[src/rtl/pusch_pkg.sv]
// pusch_pkg: shared constants, FSM state and LFSR step helpers for the PUSCH scrambler.
// SCRAMBLER_FASTWARM_EN shortens warm-up to NC/4 cycles of 4 steps each.
package pusch_pkg;
  localparam int NC = 1600;
  localparam int LFSR_W = 31;
`ifdef SCRAMBLER_FASTWARM_EN
  localparam int WARM_CYC = NC / 4;
`else
  localparam int WARM_CYC = NC;
`endif
  typedef enum logic [1:0] {IDLE, WARMUP, RUN} state_t;
  function automatic logic [LFSR_W-1:0] x1_adv(input logic [LFSR_W-1:0] x);
    return {x[3] ^ x[0], x[LFSR_W-1:1]};
  endfunction
  function automatic logic [LFSR_W-1:0] x2_adv(input logic [LFSR_W-1:0] x);
    return {x[3] ^ x[2] ^ x[1] ^ x[0], x[LFSR_W-1:1]};
  endfunction
endpackage

[src/rtl/gold_seq_gen.sv]
// gold_seq_gen: x1/x2 LFSR pair producing Gold sequence bit c = x1[0]^x2[0].
// SCRAMBLER_FASTWARM_EN adds a step4 input advancing both registers four positions.
module gold_seq_gen
  import pusch_pkg::*;
(
  input  logic              clk,
  input  logic              reset,
  input  logic              load,
  input  logic [LFSR_W-1:0] c_init,
  input  logic              step,
`ifdef SCRAMBLER_FASTWARM_EN
  input  logic              step4,
`endif
  output logic              c
);
  logic [LFSR_W-1:0] x1_q, x1_d, x2_q, x2_d;
  // bit i of each register holds x(n+i); shifting right advances n
  always_comb begin
    x1_d = x1_q;
    x2_d = x2_q;
    if (load) begin
      x1_d = LFSR_W'(1);
      x2_d = c_init;
    end
`ifdef SCRAMBLER_FASTWARM_EN
    else if (step4) begin
      x1_d = x1_adv(x1_adv(x1_adv(x1_adv(x1_q))));
      x2_d = x2_adv(x2_adv(x2_adv(x2_adv(x2_q))));
    end
`endif
    else if (step) begin
      x1_d = x1_adv(x1_q);
      x2_d = x2_adv(x2_q);
    end
  end
  always_ff @(posedge clk or negedge reset) begin
    if (!reset) begin
      x1_q <= '0;
      x2_q <= '0;
    end else begin
      x1_q <= x1_d;
      x2_q <= x2_d;
    end
  end
  assign c = x1_q[0] ^ x2_q[0];
endmodule

[src/rtl/pusch_scrambler.sv]
// pusch_scrambler: XORs incoming bits with the NR Gold sequence after a 1600-step warm-up.
// SCRAMBLER_FASTWARM_EN runs the warm-up at 4 steps per cycle; output is unchanged.
module pusch_scrambler
  import pusch_pkg::*;
(
  input  logic        clk,
  input  logic        reset,
  input  logic        Active,
  input  logic [15:0] n_RNTI,
  input  logic [9:0]  n_ID,
  input  logic [16:0] E,
  input  logic        data_in,
  input  logic        valid_in,
  output logic        ready,
  output logic        data_out,
  output logic        valid_out,
  output logic        done
);
  state_t state_q, state_d;
  logic [16:0] cnt_q, cnt_d, e_q, e_d;
  logic [10:0] warm_q, warm_d;
  logic data_out_q, data_out_d, valid_out_q, valid_out_d, done_q, done_d;
  logic c, step, warming, warm_end, accept, last;
`ifdef SCRAMBLER_FASTWARM_EN
  logic step4;
`endif
  gold_seq_gen u_gold (
    .clk    (clk),
    .reset  (reset),
    .load   (Active),
    .c_init ({n_RNTI, 5'b0, n_ID}),
    .step   (step),
`ifdef SCRAMBLER_FASTWARM_EN
    .step4  (step4),
`endif
    .c      (c)
  );
  always_ff @(posedge clk or negedge reset) begin
    if (!reset) state_q <= IDLE;
    else state_q <= state_d;
  end
  always_comb begin
    state_d = state_q;
    if (Active) state_d = WARMUP;
    else if (warm_end) state_d = (e_q == '0) ? IDLE : RUN;
    else if (accept && last) state_d = IDLE;
  end
  // a new Active takes priority over any bit offered in the same cycle
  always_comb begin
    ready = (state_q == RUN) && !Active;
    accept = ready && valid_in;
    last = cnt_q == e_q - 17'd1;
    warming = (state_q == WARMUP) && !Active;
    warm_end = warming && (warm_q == 11'(WARM_CYC - 1));
`ifdef SCRAMBLER_FASTWARM_EN
    step = accept;
    step4 = warming;
`else
    step = warming || accept;
`endif
    warm_d = warming ? warm_q + 11'd1 : '0;
    cnt_d = Active ? '0 : accept ? cnt_q + 17'd1 : cnt_q;
    e_d = Active ? E : e_q;
    data_out_d = accept ? data_in ^ c : 1'b0;
    valid_out_d = accept;
    done_d = (accept && last) || (warm_end && e_q == '0);
  end
  always_ff @(posedge clk or negedge reset) begin
    if (!reset) begin
      cnt_q <= '0;
      e_q <= '0;
      warm_q <= '0;
      data_out_q <= 1'b0;
      valid_out_q <= 1'b0;
      done_q <= 1'b0;
    end else begin
      cnt_q <= cnt_d;
      e_q <= e_d;
      warm_q <= warm_d;
      data_out_q <= data_out_d;
      valid_out_q <= valid_out_d;
      done_q <= done_d;
    end
  end
  assign data_out = data_out_q;
  assign valid_out = valid_out_q;
  assign done = done_q;
endmodule

[config.mk]
export PLATFORM = sky130hd
export DESIGN_NAME = pusch_scrambler
export DESIGN_NICKNAME = d
export VERILOG_FILES = /design/src/rtl/pusch_pkg.sv /design/src/rtl/gold_seq_gen.sv /design/src/rtl/pusch_scrambler.sv
export SDC_FILE = /design/constraint.sdc
export NUM_CORES = 1
export LEC_CHECK = 0
export BUFFER_PORTS_ARGS = -buffer_cell sky130_fd_sc_hd__buf_2
export CAP_MARGIN = 20
export CORE_MARGIN = 5
export CORE_UTILIZATION = 33
export CTS_BUF_LIST = sky130_fd_sc_hd__clkbuf_4 sky130_fd_sc_hd__clkbuf_8 sky130_fd_sc_hd__clkbuf_16
export DETAILED_ROUTE_END_ITERATION = 10
export PLACE_DENSITY_LB_ADDON = 0.05
export SYNTH_ARGS = -nofsm -noshare
export SYNTH_HDL_FRONTEND = slang
export SYNTH_SLANG_ARGS = --single-unit
[constraint.sdc]
create_clock -name clk -period 5.64 [get_ports clk]
set_clock_uncertainty 0.15 [all_clocks]
set_input_delay 0.564 -clock clk [delete_from_list [all_inputs] [get_ports clk]]
set_output_delay 0.564 -clock clk [all_outputs]
set_load 0.05 [all_outputs]
==> out/results.txt, run 1 <==
Status = completed
Initial drt markers = 217
Seq pwr share = 53.2%
Setup bufs post-CTS = 0
# resized after CTS = 0
Sw frac = 24.1%
Final ANT Viol Nets = 0
Syn_nets = 600
CTS tree = done
CP Data Arrival Time = 2970 ps
Clk sinks = 112
Largest net degree at the start of global routing = 125
Synth unique cells = 45
Setup tns final = 0 ps
Largest stage delay on the critical path = 680 ps
Post-layout min period = 2850 ps
Max Fclk = 0.351 GHz
Routed WL = 10900 um
Cell row count = 47
RSZ-0062 raised after global routing = false
CTS HTree Levels = 3
Slew @ Worst Pin = 993 ps
Crit-path max FO = 6
Int Pwr = 1.25 mW
Final Net Count = 635
Clock power frac = 37.9%
Slowest CP cell = nor3b_1
Storage cell area = 2800 um^2
Clk root buf = clkbuf_16
Clock Latency Late Sink = 350 ps
# placed instances = 793
DR WL/cell = 13.4 um
Hold Crit Class = input pin to asynchronous set/reset pin
Commonest non-fill, non-tap cell in the layout = dfrtp_1
First-pass GRT wire length = 19100 um
CTS Hold Bufs = 0
Ratio of cells with drive above 1 in the final layout = 15.8%
P_sw = 397 uW
Placed Area = 5880 um^2
Pre-CTS setup slack = 2700 ps
Post-Route Utilization = 37.7%
Number of buffers created by CTS = 9
WS Path Type = register to register
Fill cells = 1701
Max clock buf depth = 2
Final std cells w/o fill = 808
Synth Area per Inst = 9.90 um^2
Grt ovf = 0
Post-DP HPWL = 7190 um
Final instance area = 6170 um^2
Seq/Total Area, Yosys = 51.5%
Die Ht = 138 um
Async SR Flop Fraction = 100%
Leakage Power = 2.61 nW
Final period util = 50.5%
Drt via density = 4.64
Reg clk slew, reported paths = 70 ps
Worst slew margin = 33.2%
Max-Cap Viols = 0
Vias in the first global route = 3884
EDFF count, synth = 0
Initial antenna violation count = 0
Mapped Area = 5440 um^2
Core Area = 16300 um^2
Final setup viols = 0
Peak supply drop = 0.145 mV
Die Width = 138 um
Element type at the critical path end = register
Number of synthesized register bits = 112
Drc violations = 0
WHS = 171 ps
Pwr Density = 267 nW/um^2
Comb power frac = 8.9%
DRT Pass-1 Iters = 4
Commonest non-fill, non-tap cells in the layout = dfrtp_1, nand2_1, o21ai_0, buf_2, nand2b_1
Multi-input logic area = 2490 um^2
PnR worst setup slack = 2790 ps
Top FF cell, synth = dfrtp_1
Cells after synthesis = 549
PnR Total Power = 1.65 mW
Number of buffers added on ports = 51
Crit path buf inv count = 1
CP top delay family = simple AND/OR/NAND/NOR gates
Via count = 3753
RePlAce Congestion = 0.804
Slew Limit Fails = 0
Crit-path cells = inv_1 -> ha_1 -> nor3b_1 -> nand4_1 -> xnor2_1 -> o2111ai_1 -> nor4_2 -> o21bai_1
Antenna cell count = 0
Yosys warning total = 0
CP Data Required Time = 5760 ps
Startpoint types = register
Fin. Hold Viols = 0
Area growth, synth to finish = 13.4%
Gr usage total = 11.9%
I/O pin total = 52
Initial Util = 33.3%
Die ar. = 19100 um^2
==> flip-flops by register name (all words and copies together) (netlist names) <==
| signal | count |
|---|---|
| e_q | 17 |
| state_q | 2 |
| u_gold.x1_q | 31 |
| done | 1 |
| u_gold.x2_q | 31 |
| warm_q | 11 |
| cnt_q | 17 |
| valid_out | 1 |
| data_out | 1 |
==> routing by layer <==
| layer | up-vias | routed length, um | track usage (%) | share of wire (%) |
|---|---|---|---|---|
| met3 | 5 | 401 | 3.80 | 3.7 |
| met2 | 42 | 5180 | 19.9 | 48 |
| met1 | 1783 | 5180 | 15.1 | 48 |
| met5 | - | 0 | 0 | 0 |
| li1 | 1923 | - | - | - |
| met4 | 0 | 107 | 2.96 | 0.98 |
==> final timing paths <==
kind | startpoint | end | slack, ps | depth (start not counted)
min in group clk | E[1] | e_q[1] | 290 | 3
worst max register to register | e_q[0] | done | 2790 | 8
worst min-delay path | reset | warm_q[7] | 170 | 1
max in group asynchronous | reset | cnt_q[13] | 4100 | 2
worst max-delay path | e_q[0] | done | 2790 | 8
worst min register to register | u_gold.x2_q[16] | u_gold.x2_q[16] | 330 | 2
==> power by group through the flow <==
stage / Sequential (mW) / Combinational (mW) / Clock (mW)
global placement: 0.891 / 0.147 / 0
finish: 0.876 / 0.147 / 0.625
global route: 0.882 / 0.168 / 0.684
detailed placement: 0.891 / 0.151 / 0
CTS: 0.876 / 0.152 / 0.654
floorplan: 0.879 / 0.102 / 0
==> synthesized netlist by cell type (3+ instances only) <==
library cell | count | area, um^2
dfrtp_1 | 112 | 2800
nand2_1 | 79 | 297
o21ai_0 | 69 | 345
nand2b_1 | 42 | 263
nor2_1 | 33 | 124
xnor2_1 | 28 | 245
mux2i_1 | 26 | 260
clkbuf_1 | 24 | 90.1
xor2_1 | 23 | 201
nand3_1 | 20 | 100
mux2_2 | 15 | 169
nor3_1 | 11 | 55.1
a21oi_1 | 6 | 30.0
and3_1 | 6 | 37.5
buf_2 | 6 | 30.0
nor4_1 | 5 | 31.3
nand4_1 | 4 | 25.0
a31oi_1 | 3 | 18.8
ha_1 | 3 | 37.5
inv_1 | 3 | 11.3
==> final cells by class <==
class / count / area share [%]
Clock buffer: 13 / 4.44
Sequential cell: 112 / 45.4
Clock inverter: 2 / 0.223
Timing Repair Buffer: 56 / 4.83
Tap cell: 220 / 4.46
Inverter: 3 / 0.183
Multi-Input combinational cell: 402 / 40.4
==> worst register-to-register path, cell delays in order, from the launching register on <==
cell       delay [ps]
dfrtp_1           440
inv_1             100
ha_1              220
nor3b_1           680
nand4_1           200
xnor2_1           230
o2111ai_1         160
nor4_2            410
o21bai_1          170
==> cells by family after synthesis <==
group	Yosys count	synth area share (%)
buf+inv	35	2.69
mux	41	7.89
xor+xnor	51	8.21
flops	112	51.5
compound gates	90	8.97
fa+ha+maj	3	0.690
simple gates	217	20.0
(Power assumes the default switching activity.)
==> inputs of run 2 (changes only) <==
==> constraint.sdc (replaced) <==
create_clock -name clk -period 2.5 [get_ports clk]
set_clock_uncertainty 0.15 [all_clocks]
set_input_delay 0.25 -clock clk [delete_from_list [all_inputs] [get_ports clk]]
set_output_delay 0.25 -clock clk [all_outputs]
set_load 0.05 [all_outputs]
==> run 2 against run 1 <==
Flip-flop and latch count stayed put. Sequential share of layout area is 2.1 points lower. Critical path depth fell by 2. Worst setup slack worse by 2600 ps.
==> out/results.txt, run 2 (synthesis results as in run 1) <==
Status = completed
Post-layout min period = 2350 ps (-500 ps)
Worst slew margin = 51.6% (+18 points)
Clock Latency Late Sink = 350 ps (about the same)
Final setup viols = 0 (unchanged)
Largest regs = u_gold.x1_q: 31 flops, u_gold.x2_q: 31 flops
Slew @ Worst Pin = 726 ps (-267 ps)
Final instance area = 6460 um^2 (+4.8%)
Hold Crit Class = input pin to register
Clk root buf = clkbuf_16
P_sw = 940 uW (+140%)
DR WL/cell = 13.5 um (+0.71%)
Number of buffers created by CTS = 9 (unchanged)
Comb power frac = 9.9% (+1.0 points)
Clk sinks = 112 (unchanged)
Cell row count = 47 (unchanged)
WS Path Type = register to register
Int Pwr = 2.90 mW (+130%)
Grt ovf = 0 (unchanged)
Reg clk slew, reported paths = 70 ps (about the same)
PnR Total Power = 3.84 mW (+130%)
Placed Area = 5980 um^2 (+1.7%)
Pwr Density = 594 nW/um^2 (+120%)
# resized after CTS = 0 (unchanged)
Antenna cell count = 0 (unchanged)
Drc violations = 0 (unchanged)
RSZ-0062 raised after global routing = false
Post-DP HPWL = 7520 um (+4.6%)
Routed WL = 11300 um (+4.1%)
Slew Limit Fails = 0 (unchanged)
Max-Cap Viols = 0 (unchanged)
CP Data Arrival Time = 2470 ps (-500 ps)
Initial antenna violation count = 0 (unchanged)
Die ar. = 19100 um^2 (unchanged)
Peak supply drop = 0.307 mV (+110%)
DRT Pass-1 Iters = 4 (unchanged)
RePlAce Congestion = 0.815 (+1.4%)
Seq pwr share = 51.3% (-1.9 points)
Leakage Power = 2.74 nW (+5.2%)
Sw frac = 24.5% (+0.37 points)
Gr usage total = 12.5% (+0.54 points)
Area growth, synth to finish = 18.9%
Final period util = 94.0% (+43 points)
Drt via density = 4.68 (+0.69%)
Final ANT Viol Nets = 0 (unchanged)
Largest stage delay on the critical path = 540 ps (-140 ps)
Ratio of cells with drive above 1 in the final layout = 16.6% (+0.77 points)
Max clock buf depth = 2 (unchanged)
First-pass GRT wire length = 19900 um (+4.2%)
Initial drt markers = 231 (+6.5%)
Die Ht = 138 um (unchanged)
Number of buffers added on ports = 51 (unchanged)
Crit-path cells = or4_4 -> a311o_1 -> o21ai_1 -> o2111ai_1 -> nor4_2 -> o21bai_1
Max Fclk = 0.425 GHz (+21%)
Fin. Hold Viols = 0 (unchanged)
CTS HTree Levels = 3 (unchanged)
Die Width = 138 um (unchanged)
Slowest CP cell = or4_4
Largest net degree at the start of global routing = 125 (unchanged)
Via count = 3905 (+4.1%)
Crit-path max FO = 9 (+3)
Initial Util = 33.3% (unchanged)
Clock power frac = 38.8% (+0.9 points)
Commonest non-fill, non-tap cells in the layout = dfrtp_1, nand2_1, o21ai_0, buf_2, nand2b_1
Element type at the critical path end = register
Vias in the first global route = 4025 (+3.6%)
Startpoint types = register
CTS tree = done
Core Area = 16300 um^2 (unchanged)
Setup tns final = 0 ps (unchanged)
I/O pin total = 52 (unchanged)
Commonest non-fill, non-tap cell in the layout = dfrtp_1
Final Net Count = 661 (+4.1%)
CP Data Required Time = 2620 ps (-3140 ps)
-- run 2: stage by stage --
stage	utilization, %	hold WS [ps]	worst slack (ps)	instances
after floorplan	-	-196	260	549
after global placement	36.6	209	249	801
after detailed placement	36.6	206	174	801
after CTS	39.5	19.7	162	835
after global routing	39.5	18.4	2.32	835
final	39.5	34.1	150	835
-- run 2: layout make-up --
type | instances | area [um^2]
clock buffers | 10 | 239
clock inverters | 6 | 66.3
fillers | 1672 | 9880
inverters | 3 | 11.3
multi-input cells | 402 | 2490
flip-flops and latches | 112 | 2800
well taps | 220 | 275
repair buffers | 82 | 576
-- run 2: power by group through the flow --
| stage | Sequential [mW] | Combinational (mW) | Clock, mW |
|---|---|---|---|
| detailed placement | 2.01 | 0.365 | 0 |
| CTS | 1.97 | 0.389 | 1.56 |
| floorplan | 1.98 | 0.231 | 0 |
| global placement | 2.00 | 0.361 | 0 |
| global route | 1.98 | 0.433 | 1.63 |
| finish | 1.97 | 0.379 | 1.49 |
-- run 2: metal layers --
| metal | vias up | GRT usage [%] | share of wire, % |
|---|---|---|---|
| li1 | 1982 | - | - |
| met1 | 1839 | 16.3 | 47 |
| met2 | 70 | 19.8 | 47 |
| met3 | 14 | 3.90 | 4.0 |
| met4 | 0 | 4.16 | 1.9 |
| met5 | - | 0 | 0 |
-- run 2: what timing repair did --
item,CTS,global route
hold buffers,18,0
setup buffers,0,0
endpoints found under the setup margin,0,1
endpoints found under the hold margin,67,0
-- run 2: final timing paths --
kind	from	to	slack, ps	cells past startpoint
worst max-delay path	e_q[2]	done	150	6
worst min-delay path	n_RNTI[8]	u_gold.x2_q[23]	30	3
worst max register to register	e_q[2]	done	150	6
worst min register to register	u_gold.x1_q[13]	u_gold.x1_q[13]	330	2
max in group asynchronous	reset	u_gold.x1_q[19]	1230	3
min in group asynchronous	reset	warm_q[5]	340	2
-- run 2: worst max-delay path, delay by kind of cell (launching register included) --
kind / cells / cell delay (ps)
simple gates: 2 / 870
flops: 1 / 480
compound gates: 4 / 770
==> inputs of run 3 (changes only) <==
--- a/config.mk
+++ b/config.mk
@@ -7,6 +7,7 @@
 export LEC_CHECK = 0
 export BUFFER_PORTS_ARGS = -buffer_cell sky130_fd_sc_hd__buf_2
 export CAP_MARGIN = 20
+export CORE_ASPECT_RATIO = 0.75
 export CORE_MARGIN = 5
 export CORE_UTILIZATION = 33
 export CTS_BUF_LIST = sky130_fd_sc_hd__clkbuf_4 sky130_fd_sc_hd__clkbuf_8 sky130_fd_sc_hd__clkbuf_16
==> run 3 against run 2 <==
Final cell count decreased by 1.3%. Sequential power about the same. Combinational power shrank 2%. Highest routed layer unchanged. Via count barely moved. Clock power fell by 3%. First-iteration DRC count is 39% lower. Critical path type unchanged. Core utilization grew 0.28 points. Global-route usage is 0.13 points higher. Total power decreased by 1.5%. Maximum frequency increased by 1.0%. Non-clock buffer count decreased by 1. Flip-flop and latch count unchanged.
==> out/results.txt, run 3 (synthesis results as in run 1) <==
Slowest CP cell = dfrtp_1
Final instance area = 6420 um^2 (-0.72%)
Die Width = 158 um (+14%)
Element type at the critical path end = register
FF-to-FF End = done
I/O pin total = 52 (unchanged)
Setup bufs post-CTS = 0 (unchanged)
Max clock buf depth = 2 (unchanged)
Crit path buf inv count = 2 (+2)
# placed instances = 792 (-1.1%)
Drc violations = 0 (unchanged)
WS Path Type = register to register
First-pass GRT wire length = 19300 um (-3.2%)
Reg2reg path depth = 9 (+3)
Slew @ Worst Pin = 729 ps (+2.92 ps)
Fin. Hold Viols = 0 (unchanged)
Initial drt markers = 142 (-39%)
CTS tree = done
Leakage Power = 2.73 nW (-0.56%)
Clk sinks = 112 (unchanged)
Fill cells = 1619 (-3.2%)
RePlAce Congestion = 0.835 (+2.5%)
Ratio of cells with drive above 1 in the final layout = 16.8% (+0.19 points)
Area growth, synth to finish = 18.0%
Clk root buf = clkbuf_16
Gr usage total = 12.6% (+0.13 points)
CP Data Arrival Time = 2450 ps (-20 ps)
Max Fclk = 0.430 GHz (+1.0%)
Slew Limit Fails = 0 (unchanged)
CP top delay family = compound AO/OA/AOI/OAI gates
RSZ-0062 raised after global routing = false
Post-DP HPWL = 7670 um (+2.0%)
Drt via density = 4.74 (+1.4%)
Pre-CTS setup slack = 214 ps (+39.6 ps)
Crit-path max FO = 6 (-3)
Peak supply drop = 0.300 mV (-2.2%)
Largest regs = u_gold.x1_q: 31 flops, u_gold.x2_q: 31 flops
Placed Area = 5960 um^2 (-0.29%)
DR WL/cell = 13.8 um (+1.5%)
WHS = 13.4 ps (-20.7 ps)
Core Area = 16100 um^2 (-1.4%)
Commonest non-fill, non-tap cell in the layout = dfrtp_1
RR Startpoint = e_q[0]
Initial antenna violation count = 0 (unchanged)
Final std cells w/o fill = 824 (-1.3%)
Final ANT Viol Nets = 0 (unchanged)
Number of buffers added on ports = 51 (unchanged)
Pwr Density = 590 nW/um^2 (-0.75%)
Final period util = 93.0% (-0.98 points)
Die ar. = 19200 um^2 (+0.14%)
Worst Hold Launch = E[0]
Comb power frac = 9.8% (about the same)
CTS HTree Levels = 3 (unchanged)
Grt ovf = 0 (unchanged)
Largest stage delay on the critical path = 430 ps (-110 ps)
CP Data Required Time = 2620 ps (about the same)
Via count = 3906 (+0.026%)
Sw frac = 25.0% (+0.50 points)
Cell row count = 40 (-15%)
Seq pwr share = 52.2% (+0.9 points)
Die Ht = 121 um (-12%)
Reg2reg setup slack = 170 ps (+20 ps)
Number of buffers created by CTS = 9 (unchanged)
Final setup viols = 0 (unchanged)
Clock Latency Late Sink = 350 ps (about the same)
PnR worst setup slack = 174 ps (+24.4 ps)
Hold Path End = e_q[0]
Vias in the first global route = 3803 (-5.5%)
Status = completed
Crit-path cells = inv_1 -> ha_1 -> nor4b_2 -> buf_4 -> a311oi_1 -> a31o_2 -> o2111ai_1 -> nor4_2 -> o21bai_1
Clock power frac = 38.0% (-0.8 points)
Antenna cell count = 0 (unchanged)
Commonest non-fill, non-tap cells in the layout = dfrtp_1, nand2_1, o21ai_0, buf_2, nand2b_1
Max-Cap Viols = 0 (unchanged)
Hold Crit Class = input pin to register
Setup tns final = 0 ps (unchanged)
Final Net Count = 660 (-0.15%)
Largest net degree at the start of global routing = 125 (unchanged)
WHS Path Cells = 3 (unchanged)
P_sw = 945 uW (+0.57%)
Startpoint types = register
Int Pwr = 2.84 mW (-2.1%)
Post-layout min period = 2330 ps (-24.4 ps)
Reg clk slew, reported paths = 70 ps (about the same)
DRT Pass-1 Iters = 4 (unchanged)
Routed WL = 11300 um (+0.20%)
Worst slew margin = 51.4% (-0.19 points)
Initial Util = 33.7% (+0.48 points)
[run 3: power groups by stage]
stage	logic, mW	registers, mW	clock network (mW)
after floorplan	0.231	1.98	0
after global routing	0.419	1.99	1.57
after CTS	0.380	1.97	1.51
final	0.370	1.97	1.44
after global placement	0.355	2.01	0
after detailed placement	0.359	2.01	0
[run 3: worst max-delay path by stage]
stage                 from  cells after the start  slack (ps)   end
detailed placement  e_q[2]                      6         210  done
CTS                 e_q[2]                      6         200  done
floorplan           e_q[0]                      8         260  done
global placement    e_q[2]                      6         260  done
finish              e_q[0]                      9         170  done
global route        e_q[0]                      9          50  done
[run 3: layer usage]
metal	wire length, um	global-route usage, %
met5	0	0
met4	109	3.04
met2	4900	18.0
met3	532	3.96
met1	5790	18.6
[run 3: cell type report]
type                       count  area (um^2)  share of cell area (%)
inverter                       3         11.3                   0.175
timing repair buffer          81          551                    8.58
clock buffer                  12          260                    4.06
sequential                   112         2800                    43.7
tap                          210          263                    4.09
multi-input combinational    402         2490                    38.9
clock inverter                 4         36.3                   0.565
[run 3: worst min-delay path, cell delays in order]
cell	delay, ps
buf_2	90
nand2_1	50
o21ai_0	80
[run 3: per-stage QoR]
stage | power [mW] | utilization [%]
CTS | 3.86 | 39.8
floorplan | 2.22 | -
global route | 3.98 | 39.8
detailed placement | 2.37 | 37.0
finish | 3.78 | 39.8
global placement | 2.36 | 37.0
[run 3: repair_timing]
action | in CTS | in global routing
endpoints found under the setup margin | 0 | 0
endpoints found under the hold margin | 46 | 0
hold buffers | 16 | 0
gates resized for setup | 0 | 0
